[config.mk]
export PLATFORM = sky130hd
export DESIGN_NAME = board_rst_seq
export DESIGN_NICKNAME = d
export VERILOG_FILES = /design/src/rtl/board_rst_seq.sv
export SDC_FILE = /design/constraint.sdc
export NUM_CORES = 1
export LEC_CHECK = 0
export ABC_AREA = 1
export BUFFER_PORTS_ARGS = -buffer_cell sky130_fd_sc_hd__buf_2
export CAP_MARGIN = 0
export CORE_MARGIN = 2
export CORE_UTILIZATION = 57
export CTS_CLUSTER_DIAMETER = 60
export CTS_CLUSTER_SIZE = 24
export DETAILED_ROUTE_END_ITERATION = 8
export PLACE_DENSITY = 0.79
export SLEW_MARGIN = 20
export SYNTH_ARGS = -nofsm -noshare
export SYNTH_HDL_FRONTEND = slang
export SYNTH_SLANG_ARGS = --single-unit
[constraint.sdc]
create_clock -name clk -period 1.4 [get_ports clk]
set_input_delay 0.14 -clock clk [delete_from_list [all_inputs] [get_ports clk]]
set_output_delay 0.14 -clock clk [all_outputs]
set_load 0.01 [all_outputs]
[src/rtl/board_rst_seq.sv]
// Board reset sequencer: debounced button + PLL-lock reset -> SoC reset, then lagged peripheral reset.
// Optional feature: define RST_SEQ_EVT_CNT_EN to build the saturating button reset event counter.
module board_rst_seq #(
  parameter int SYNC_STAGES     = 2,
  parameter int DEBOUNCE_CYCLES = 16000,
  parameter int HOLD_CYCLES     = 1024,
  parameter int PERIPH_LAG      = 64,
  parameter int CNT_W           = 16
) (
  input  logic             clk,
  input  logic             rst_n,
  input  logic             btn_rst_i,
  output logic             erst_n_o,
  output logic             periph_rst_n_o,
  output logic [1:0]       rst_cause_o,
  output logic [CNT_W-1:0] rst_evt_cnt_o
);

  localparam int SEQ_MAX = (HOLD_CYCLES > PERIPH_LAG) ? HOLD_CYCLES : PERIPH_LAG;
  localparam int SEQ_W   = $clog2(SEQ_MAX + 1);
  localparam int DB_W    = $clog2(DEBOUNCE_CYCLES + 1);

  typedef enum logic [1:0] {
    ST_HOLD    = 2'd0,
    ST_LAG     = 2'd1,
    ST_RUN     = 2'd2,
    ST_PRESSED = 2'd3
  } state_t;

  logic [1:0]             rst_sync_reg;
  logic                   rst_int_n;
  logic [SYNC_STAGES-1:0] btn_sync_reg;
  logic                   btn_s;
  logic [DB_W-1:0]        db_cnt_reg;
  logic                   btn_db_reg;

  state_t                 state_reg, state_next;
  logic [SEQ_W-1:0]       seq_cnt_reg, seq_cnt_next;
  logic                   erst_reg, erst_next;
  logic                   periph_reg, periph_next;
  logic [1:0]             cause_reg, cause_next;

  // Assert asynchronously with rst_n, release synchronously two edges later.
  always_ff @(posedge clk or negedge rst_n) begin
    if (!rst_n) rst_sync_reg <= 2'b00;
    else        rst_sync_reg <= {rst_sync_reg[0], 1'b1};
  end

  assign rst_int_n = rst_sync_reg[1];

  always_ff @(posedge clk or negedge rst_int_n) begin
    if (!rst_int_n) btn_sync_reg <= '0;
    else            btn_sync_reg <= {btn_sync_reg[SYNC_STAGES-2:0], btn_rst_i};
  end

  assign btn_s = btn_sync_reg[SYNC_STAGES-1];

  // A new level must differ from btn_db for DEBOUNCE_CYCLES consecutive edges.
  always_ff @(posedge clk or negedge rst_int_n) begin
    if (!rst_int_n) begin
      db_cnt_reg <= '0;
      btn_db_reg <= 1'b0;
    end else if (btn_s == btn_db_reg) begin
      db_cnt_reg <= '0;
    end else if (db_cnt_reg == DB_W'(DEBOUNCE_CYCLES - 1)) begin
      db_cnt_reg <= '0;
      btn_db_reg <= btn_s;
    end else begin
      db_cnt_reg <= db_cnt_reg + 1'b1;
    end
  end

  always_ff @(posedge clk or negedge rst_int_n) begin
    if (!rst_int_n) begin
      state_reg   <= ST_HOLD;
      seq_cnt_reg <= '0;
      erst_reg    <= 1'b0;
      periph_reg  <= 1'b0;
      cause_reg   <= 2'b00;
    end else begin
      state_reg   <= state_next;
      seq_cnt_reg <= seq_cnt_next;
      erst_reg    <= erst_next;
      periph_reg  <= periph_next;
      cause_reg   <= cause_next;
    end
  end

  always_comb begin
    state_next   = state_reg;
    seq_cnt_next = seq_cnt_reg;
    cause_next   = cause_reg;
    case (state_reg)
      ST_HOLD: begin
        if (btn_db_reg) begin
          state_next   = ST_PRESSED;
          seq_cnt_next = '0;
        end else if (seq_cnt_reg == SEQ_W'(HOLD_CYCLES - 1)) begin
          state_next   = ST_LAG;
          seq_cnt_next = '0;
        end else begin
          seq_cnt_next = seq_cnt_reg + 1'b1;
        end
      end
      ST_LAG: begin
        if (btn_db_reg) begin
          state_next   = ST_PRESSED;
          seq_cnt_next = '0;
        end else if (seq_cnt_reg == SEQ_W'(PERIPH_LAG - 1)) begin
          state_next   = ST_RUN;
          seq_cnt_next = '0;
        end else begin
          seq_cnt_next = seq_cnt_reg + 1'b1;
        end
      end
      ST_RUN: begin
        if (btn_db_reg) begin
          state_next   = ST_PRESSED;
          seq_cnt_next = '0;
        end
      end
      ST_PRESSED: begin
        seq_cnt_next = '0;
        if (!btn_db_reg) state_next = ST_HOLD;
      end
      default: begin
        state_next   = ST_HOLD;
        seq_cnt_next = '0;
      end
    endcase
    if (state_next == ST_PRESSED && state_reg != ST_PRESSED) cause_next = 2'b01;
    // Outputs are decoded from the next state so they switch with the transition.
    erst_next   = (state_next == ST_LAG) || (state_next == ST_RUN);
    periph_next = (state_next == ST_RUN);
  end

  assign erst_n_o       = erst_reg;
  assign periph_rst_n_o = periph_reg;
  assign rst_cause_o    = cause_reg;

`ifdef RST_SEQ_EVT_CNT_EN
  logic [CNT_W-1:0] evt_cnt_reg;
  logic             press_entry;

  assign press_entry = (state_next == ST_PRESSED) && (state_reg != ST_PRESSED);

  always_ff @(posedge clk or negedge rst_int_n) begin
    if (!rst_int_n)                         evt_cnt_reg <= '0;
    else if (press_entry && !(&evt_cnt_reg)) evt_cnt_reg <= evt_cnt_reg + 1'b1;
  end

  assign rst_evt_cnt_o = evt_cnt_reg;
`else
  assign rst_evt_cnt_o = '0;
`endif

endmodule

==> flow_summary.yaml, run 1 <==
clock_network:
  numCtsBuffers: 5
  htree_num_levels: 2
  worstSkewPairLatency_ns: 0.35
  cts_buffer_depth: 2
  cts.sinks: 35
  cts_tree: "built"
  clk_pin_slew_worst_paths_ns: 0.12
  root_buffer: "clkbuf_4"
min_path:
  hold_path.class: "input pin to async pin"
floorplan:
  fp.dieW_um: 62.5
  ios: 23
  fp.coreArea_mm2: 0.00331
  fp.dieH_um: 62.5
  rows: 21
  die_area_mm2: 0.00390
  start_util_pct: 58.8
detailed_routing:
  vias: 1681
  drt-pass1-iter-count: 4
  drc: 0
  wirelength_um: 4150
  avgRoutedWirePerCell_um: 12.2
  final_antenna_net_count: 0
  viasPerCell: 4.93
  drt-initial-drc-count: 92
cells_and_area:
  layout-drive-gt1-share_pct: 31.2
  final_common_cell: "nand2_1"
  final_nets: 300
  layout_common_cells: "nand2_1 (51), dfrtp_1 (35), buf_4 (32)"
  diodes: 0
  utilization_pct: 75.7
  fill_cells: 233
  area_growth_pct: 28.6
  largest_reg_flops: 14
global_routing:
  grt-ovfl-total: 0
  grt_max_degree: 27
  grt_pass1_wl_um: 6920
  gr-usage-all-layers_pct: 22.5
  grt_pass1_vias: 1606
  antenna_found_initial: 0
synthesis:
  synth_edf_count: 0
  ys_warn_count: 0
  synth_top_area_share_pct: 45.0
  ys_seq_elements: 35
  yosys-top-cells-area: "dfrtp_1 (45%), nand2_1 (11%), buf_4 (6.6%), inv_1 (5.4%), nor2_1 (5.4%)"
  syn_area_mm2: 0.00195
  ys_seq_area_share_pct: 45.0
  synth_top_cell_by_area: "dfrtp_1"
  synth_async_sr_flop_share_pct: 100
  synthDistinctLibCells: 31
  syn_inst: 247
  synth_area_per_cell_um2: 7.89
  ys.flop_type: "dfrtp_1"
timing:
  fmax_mhz: 664
  drv_slew: 0
  rsz0062_at_grt: "true"
  final_hold_viol_count: 0
  period_needed_ns: 1.51
  setup_violations: 11
  worst_slack_ns: -0.105
  fin_skew_ns: 0.0160
  post-route-period-util_pct: 108
  finalSetupTns_ns: -0.815
status:
  status: "complete, but fails checks"
  failed_checks: "setup timing"
power_and_ir_drop:
  p_leak_nw: 1.29
  powerDensity_mw_per_mm2: 754
  p_sw_mw: 0.447
  p_int_mw: 1.44
  clkPwrFrac_pct: 40.1
  p_total_mw: 1.89
  ir_worst_vdd_uv: 633
  power_frac_seq_pct: 55.0
  swShare_pct: 23.7
  comb_power_share_pct: 5.0
place:
  hpwl_um: 2820
  io_buffers: 5
  gp_congestion: 0.878
worst_setup_path:
  end_kind: "register"
  crit_fanout: 5
  critPathKind: "register to register"
  required_ns: 1.68
  cp.arrival_ns: 1.78
  start_kind: "register"
flow_run:
  drv_cap: 0
synth_stat cells, drive strengths merged, types with 2 or more instances:
cell type	instances
nand2	60
nor2	36
dfrtp	35
inv	33
buf	18
nand3	15
xor2	8
nor3	7
o21ai	7
a21oi	6
nand4	6
ha	3
a31oi	2
conb	2
nand3b	2
cells by family after synthesis:
family	count (synthesis)	share of synthesized area, %
flip-flops	35	45.0
adder cells (fa/ha/maj)	3	1.93
other	2	0.386
buffers and inverters	52	13.4
AND/OR/NAND/NOR	128	29.7
XOR/XNOR	9	4.05
AO/OA/AOI/OAI	18	5.59
metrics by stage:
step           hold WS, ns  setup slack, ns  std cells  instance area, um2
6_report            0.0768           -0.105        341                2510
3_3_place_gp       -0.0741          -0.0733        324                2210
2_1_floorplan       -0.156          -0.0516        263                2040
4_1_cts             0.0640           -0.124        335                2360
3_5_place_dp       -0.0717           -0.141        324                2210
5_1_grt             0.0527           -0.228        341                2510
power by group through the flow:
stage                     Clock, mW  Sequential, mW  Combinational (mW)
after floorplan                   0            1.06              0.0750
after global placement            0            1.05              0.0740
after detailed placement          0            1.05              0.0771
after CTS                     0.772            1.04              0.0833
after global routing          0.824            1.04               0.104
final                         0.757            1.04              0.0936
path summary, 6_finish.rpt:
kind,start,to,slack [ns],depth (start not counted)
max,seq_cnt_reg[1]$_DFFE_PN0P_,seq_cnt_reg[7]$_DFFE_PN0P_,-0.11,9
min,rst_n,rst_sync_reg[0]$_DFF_PN0_,0.08,2
min reg2reg,rst_sync_reg[1]$_DFF_PN0_,btn_sync_reg[0]$_DFF_PN0_,0.15,0
max in group asynchronous,rst_sync_reg[1]$_DFF_PN0_,seq_cnt_reg[8]$_DFFE_PN0P_,0.79,1
min in group clk,btn_sync_reg[0]$_DFF_PN0_,btn_sync_reg[1]$_DFF_PN0_,0.37,0
max reg2reg,seq_cnt_reg[1]$_DFFE_PN0P_,seq_cnt_reg[7]$_DFFE_PN0P_,-0.11,9
worst max-delay path, stage by stage, from the launching register on:
cell and delay [ns]:
dfrtp_1 0.42, ha_4 0.18, nand2_4 0.09, nor2_4 0.04, nand3_2 0.09, nand2_2 0.08
buf_6 0.12, o21ai_4 0.23, nor2_4 0.08, nor2_1 0.10
what timing repair did:
action                                  CTS  global route
pin swaps                                 6            13
buffers inserted                          1             6
hold buffers                              2             0
endpoints found under the setup margin   19            26
endpoints found under the hold margin     3             0
gates resized for setup                   7            24
cloned                                    0             0
final cells by class:
cell class	count	area, um2	share of cell area, %
clock inverter	3	47.5	1.90
timing repair buffer	43	339	13.5
multi-input combinational	176	1020	40.8
tap	46	57.6	2.30
inverter	33	126	5.04
sequential	35	876	34.9
clock buffer	5	37.5	1.50
layer usage:
metal	global-route usage, %	up-vias	share of wire, %
li1	-	834	-
met1	28.0	793	44
met2	37.4	42	49
met3	6.31	12	4.3
met4	8.33	0	2.6
met5	0	-	0
No activity file was read; power rests on OpenSTA's default activity.
==> inputs of run 2 (changes only) <==
SETUP_SLACK_MARGIN = 0.2   (was not set)
==> run 2 against run 1 <==
Compared with the run above: the flow still finishes with violations (setup timing); design area is 7.3% higher; register-to-register slack worse by 0.20 ns; sequential cell count stayed put.
==> flow_summary.yaml, run 2 (same netlist as run 1, synthesis figures left out) <==
detailed_routing:
  vias: 2130
  drc: 0
  drt-pass1-iter-count: 6
  avgRoutedWirePerCell_um: 20.6
  final_antenna_net_count: 0
  viasPerCell: 6.12
  wirelength_um: 7160
  drt-initial-drc-count: 246
floorplan:
  ios: 23
  fp.dieH_um: 62.5
  fp.dieW_um: 62.5
  die_area_mm2: 0.00390
  start_util_pct: 58.8
  rows: 21
  fp.coreArea_mm2: 0.00331
worst_setup_path:
  start_kind: "register"
  critPathMaxStageDelay_ns: 0.40
  worstPathCellList: "ha_2 > nand2_4 > buf_4 > buf_6 > nor2_4 > nand2_2 > o21bai_1 > nand4_1 > nand3_1"
  crit_family: "simple AND/OR/NAND/NOR gates"
  critPathKind: "register to register"
  required_ns: 1.72
  crit_fanout: 3
  path_buf_inv: 2
  cp.arrival_ns: 2.02
  slowest_stage: "dfrtp_1"
  end_kind: "register"
timing:
  setup_violations: 28
  hold_slack_ns: 0.0779
  fin_skew_ns: 0.0309
  period_needed_ns: 1.71
  fmax_mhz: 586
  worst_slack_ns: -0.305
  final_hold_viol_count: 0
  post-route-period-util_pct: 122
  drv_slew: 0
  rsz0062_at_grt: "true"
cells_and_area:
  final_common_cell: "nand2_1"
  area_growth_pct: 38.1
  multiInputGateArea_mm2: 0.00112
  regArea_um2: 876
  largest_reg_flops: 14
  fill_cells: 178
  layout_common_cells: "nand2_1 (49), dfrtp_1 (35), buf_4 (29)"
  finalInstanceArea_mm2: 0.00269
  layout-drive-gt1-share_pct: 37.4
  diodes: 0
  final_nets: 307
global_routing:
  grt_max_degree: 20
  grt_pass1_vias: 1821
  grt-ovfl-total: 0
  grt_pass1_wl_um: 8250
  antenna_found_initial: 0
  gr-usage-all-layers_pct: 27.6
place:
  hpwl_um: 2780
  dpl-instance-area_mm2: 0.00215
  place_ws_ns: -0.137
  gp_congestion: 0.892
  io_buffers: 5
clock_network:
  cts_tree: "built"
  worstSkewPairLatency_ns: 0.38
  cts.sinks: 35
  cts_buffer_depth: 2
  htree_num_levels: 2
  clk_pin_slew_worst_paths_ns: 0.15
  root_buffer: "clkbuf_4"
  numCtsBuffers: 5
power_and_ir_drop:
  powerDensity_mw_per_mm2: 730
  p_total_mw: 1.96
  ir_worst_vdd_uv: 672
  p_leak_nw: 1.36
status:
  failed_checks: "setup timing"
  status: "complete, but fails checks"
flow_run:
  drv_cap: 0
min_path:
  hold_path.class: "input pin to async pin"
==> run 2: cell count changes in the layout (fill, tap and decap cells not counted), sizes merged <==
cell	delta
inv	-1
buf	+7
clkinv	+1
==> run 2: final cells by class <==
cell class | instances | share of cell area [%]
multi-input combinational | 176 | 41.6
sequential | 35 | 32.6
timing repair buffer | 50 | 15.6
inverter | 33 | 4.88
tap | 46 | 2.14
clock inverter | 3 | 1.77
clock buffer | 5 | 1.40
==> run 2: through the flow <==
stage                     std cells  setup TNS [ns]  utilization, %
final                           348           -4.80            81.3
after global routing            348           -5.85            81.3
after CTS                       337          -0.677            73.8
after detailed placement        314          -0.559            65.0
after global placement          314          -0.112            65.0
after floorplan                 263         -0.0915               -
==> run 2: worst paths after layout <==
check	startpoint	endpoint	slack (ns)	cells past startpoint
worst max-delay path	seq_cnt_reg[0]$_DFFE_PN0P_	seq_cnt_reg[8]$_DFFE_PN0P_	-0.31	9
worst min-delay path	rst_n	rst_sync_reg[1]$_DFF_PN0_	0.08	2
worst max register to register	seq_cnt_reg[0]$_DFFE_PN0P_	seq_cnt_reg[8]$_DFFE_PN0P_	-0.31	9
worst min register to register	rst_sync_reg[1]$_DFF_PN0_	db_cnt_reg[0]$_DFF_PN0_	0.26	1
max in group asynchronous	rst_sync_reg[1]$_DFF_PN0_	seq_cnt_reg[5]$_DFFE_PN0P_	0.86	1
min in group clk	rst_sync_reg[0]$_DFF_PN0_	rst_sync_reg[1]$_DFF_PN0_	0.39	0
==> run 2: timing repair <==
action | CTS | global route
resized for setup | 24 | 40
buffers inserted | 13 | 11
setup endpoints to repair | 28 | 29
hold buffers | 2 | 0
pin swaps | 16 | 17
endpoints found under the hold margin | 3 | 0
==> run 2: metal layers <==
layer	part of all wire (%)	GRT usage [%]
met5	0	0
met4	8.2	15.3
met3	11	6.85
met2	47	46.1
met1	34	32.6
==> run 2: power breakdown <==
part	total (mW)	internal (mW)	leakage, nW	switching, mW
clock network	0.822	0.385	0.0458	0.437
registers	1.04	1.02	0.468	0.0120
logic	0.107	0.0316	0.842	0.0754
==> inputs of run 3 (changes only) <==
CELL_PAD_IN_SITES_DETAIL_PLACEMENT = 1   (was not set)
CELL_PAD_IN_SITES_GLOBAL_PLACEMENT = 2   (was not set)
CORE_UTILIZATION = 34   (was 57)
PLACE_DENSITY = 0.8   (was 0.79)
==> run 3 against run 2 <==
Compared with the run above: the flow still finishes with violations (setup timing); core utilization down 33 points; via count decreased by 22%; wire length fell by 38%; sequential cell count did not move; sequential share of layout area rose by 0.14 points; non-clock buffer count down 2; highest routed layer unchanged.
==> flow_summary.yaml, run 3 (same netlist as run 1, synthesis figures left out) <==
detailed_routing:
  drc: 0
  wirelength_um: 4440
  final_antenna_net_count: 0
  viasPerCell: 4.48
  vias: 1668
  drt-initial-drc-count: 68
  avgRoutedWirePerCell_um: 11.9
  drt-pass1-iter-count: 4
power_and_ir_drop:
  p_leak_nw: 1.35
  swShare_pct: 24.4
  ir_worst_vdd_uv: 444
  power_frac_seq_pct: 54.0
  p_sw_mw: 0.469
  p_int_mw: 1.46
  comb_power_share_pct: 4.7
  clkPwrFrac_pct: 41.4
  powerDensity_mw_per_mm2: 719
clock_network:
  htree_num_levels: 2
  cts_tree: "built"
  clk_pin_slew_worst_paths_ns: 0.08
  numCtsBuffers: 5
  root_buffer: "clkbuf_8"
  cts_buffer_depth: 2
  cts.sinks: 35
  worstSkewPairLatency_ns: 0.29
timing:
  post-route-period-util_pct: 109
  drv_slew: 0
  fmax_mhz: 655
  final_hold_viol_count: 0
  setup_violations: 12
  fin_skew_ns: 0.0115
  rsz0062_at_grt: "true"
  worst_slack_ns: -0.127
  hold_slack_ns: 0.149
  period_needed_ns: 1.53
cells_and_area:
  diodes: 0
  final_nets: 305
  layout-drive-gt1-share_pct: 36.7
  utilization_pct: 48.6
  finalNonFillerCells: 372
  final_common_cell: "nand2_1"
  layout_common_cells: "nand2_1 (48), dfrtp_1 (35), buf_4 (32)"
  finalInstanceArea_mm2: 0.00268
  area_growth_pct: 37.5
  largest_reg_flops: 14
global_routing:
  grt_max_degree: 27
  grt_pass1_vias: 1674
  antenna_found_initial: 0
  grt_pass1_wl_um: 7840
  grt-ovfl-total: 0
  gr-usage-all-layers_pct: 16.1
worst_setup_path:
  required_ns: 1.58
  start_kind: "register"
  cp.arrival_ns: 1.71
  r2r_start: "seq_cnt_reg[1]$_DFFE_PN0P_"
  end_kind: "register"
  critPathKind: "register to register"
  crit_fanout: 3
  rr_worst_depth: 8
  r2r_slack_ns: -0.13
  reg2reg_to: "rst_cause_o[0]$_DFFE_PN0P_"
floorplan:
  fp.dieW_um: 79.7
  ios: 23
  fp.coreArea_mm2: 0.00551
  rows: 27
  fp.dieH_um: 79.7
  die_area_mm2: 0.00635
  start_util_pct: 35.4
place:
  dpl-instance-area_mm2: 0.00231
  hpwl_um: 3280
  dp.cells: 355
  place_ws_ns: -0.139
  gp_congestion: 0.773
  io_buffers: 5
flow_run:
  drv_cap: 0
status:
  status: "complete, but fails checks"
  failed_checks: "setup timing"
min_path:
  hold_path.class: "input pin to async pin"
run 3: cell types whose count changed in the layout (fill, tap and decap cells not counted), sizes merged:
cell and delta:
clkbuf +1, clkinvlp +1, bufinv -1, clkinv -1
buf -2
run 3: worst max-delay path by stage:
stage,start,endpoint,slack (ns),cells past startpoint
floorplan,seq_cnt_reg[1]$_DFFE_PN0P_,rst_cause_o[0]$_DFFE_PN0P_,-0.05,8
global placement,seq_cnt_reg[0]$_DFFE_PN0P_,rst_cause_o[0]$_DFFE_PN0P_,-0.09,8
detailed placement,seq_cnt_reg[0]$_DFFE_PN0P_,rst_cause_o[0]$_DFFE_PN0P_,-0.14,8
CTS,seq_cnt_reg[1]$_DFFE_PN0P_,rst_cause_o[0]$_DFFE_PN0P_,-0.13,8
global route,seq_cnt_reg[1]$_DFFE_PN0P_,rst_cause_o[0]$_DFFE_PN0P_,-0.23,8
finish,seq_cnt_reg[1]$_DFFE_PN0P_,rst_cause_o[0]$_DFFE_PN0P_,-0.13,8
run 3: layer usage:
layer	vias up	GRT usage [%]	wire, um
met2	29	25.2	2070
met1	790	21.5	2150
met3	6	3.73	152
met5	-	0	0
met4	0	6.21	62
li1	843	-	-
run 3: cell type report:
type,count,area [um2]
Clock inverter,2,16.3
Sequential cell,35,876
Clock buffer,6,82.6
Fill cell,659,2830
Tap cell,72,90.1
Multi-Input combinational cell,176,1090
Inverter,33,129
Timing Repair Buffer,48,395
run 3: stage by stage:
| stage | TNS (ns) | power, mW |
|---|---|---|
| 2_1_floorplan | -0.0915 | 1.14 |
| 3_3_place_gp | -0.604 | 1.13 |
| 3_5_place_dp | -0.983 | 1.13 |
| 4_1_cts | -0.815 | 1.96 |
| 5_1_grt | -2.29 | 2.02 |
| 6_report | -0.636 | 1.93 |
run 3: power by group through the flow:
stage | Clock (mW) | Combinational, mW | Sequential (mW)
final | 0.796 | 0.0902 | 1.04
after global routing | 0.870 | 0.104 | 1.04
after CTS | 0.834 | 0.0868 | 1.04
after detailed placement | 0 | 0.0779 | 1.06
after global placement | 0 | 0.0765 | 1.05
after floorplan | 0 | 0.0769 | 1.06
run 3: critical path, stage by stage, from the launching register on:
cell and delay (ns):
dfrtp_1 0.39, ha_4 0.16, nand2_4 0.06, nor3_2 0.15, nand2_1 0.11, nand2_2 0.09, a31oi_1 0.09, ha_1 0.19
a21o_1 0.17
run 3: repair_timing:
item / in CTS / in global routing
buffers inserted: 5 / 2
setup endpoints to repair: 29 / 30
hold buffers: 2 / 0
gates resized for setup: 24 / 27
pin swaps: 10 / 10
hold endpoints to repair: 3 / 0
cloned: 0 / 0
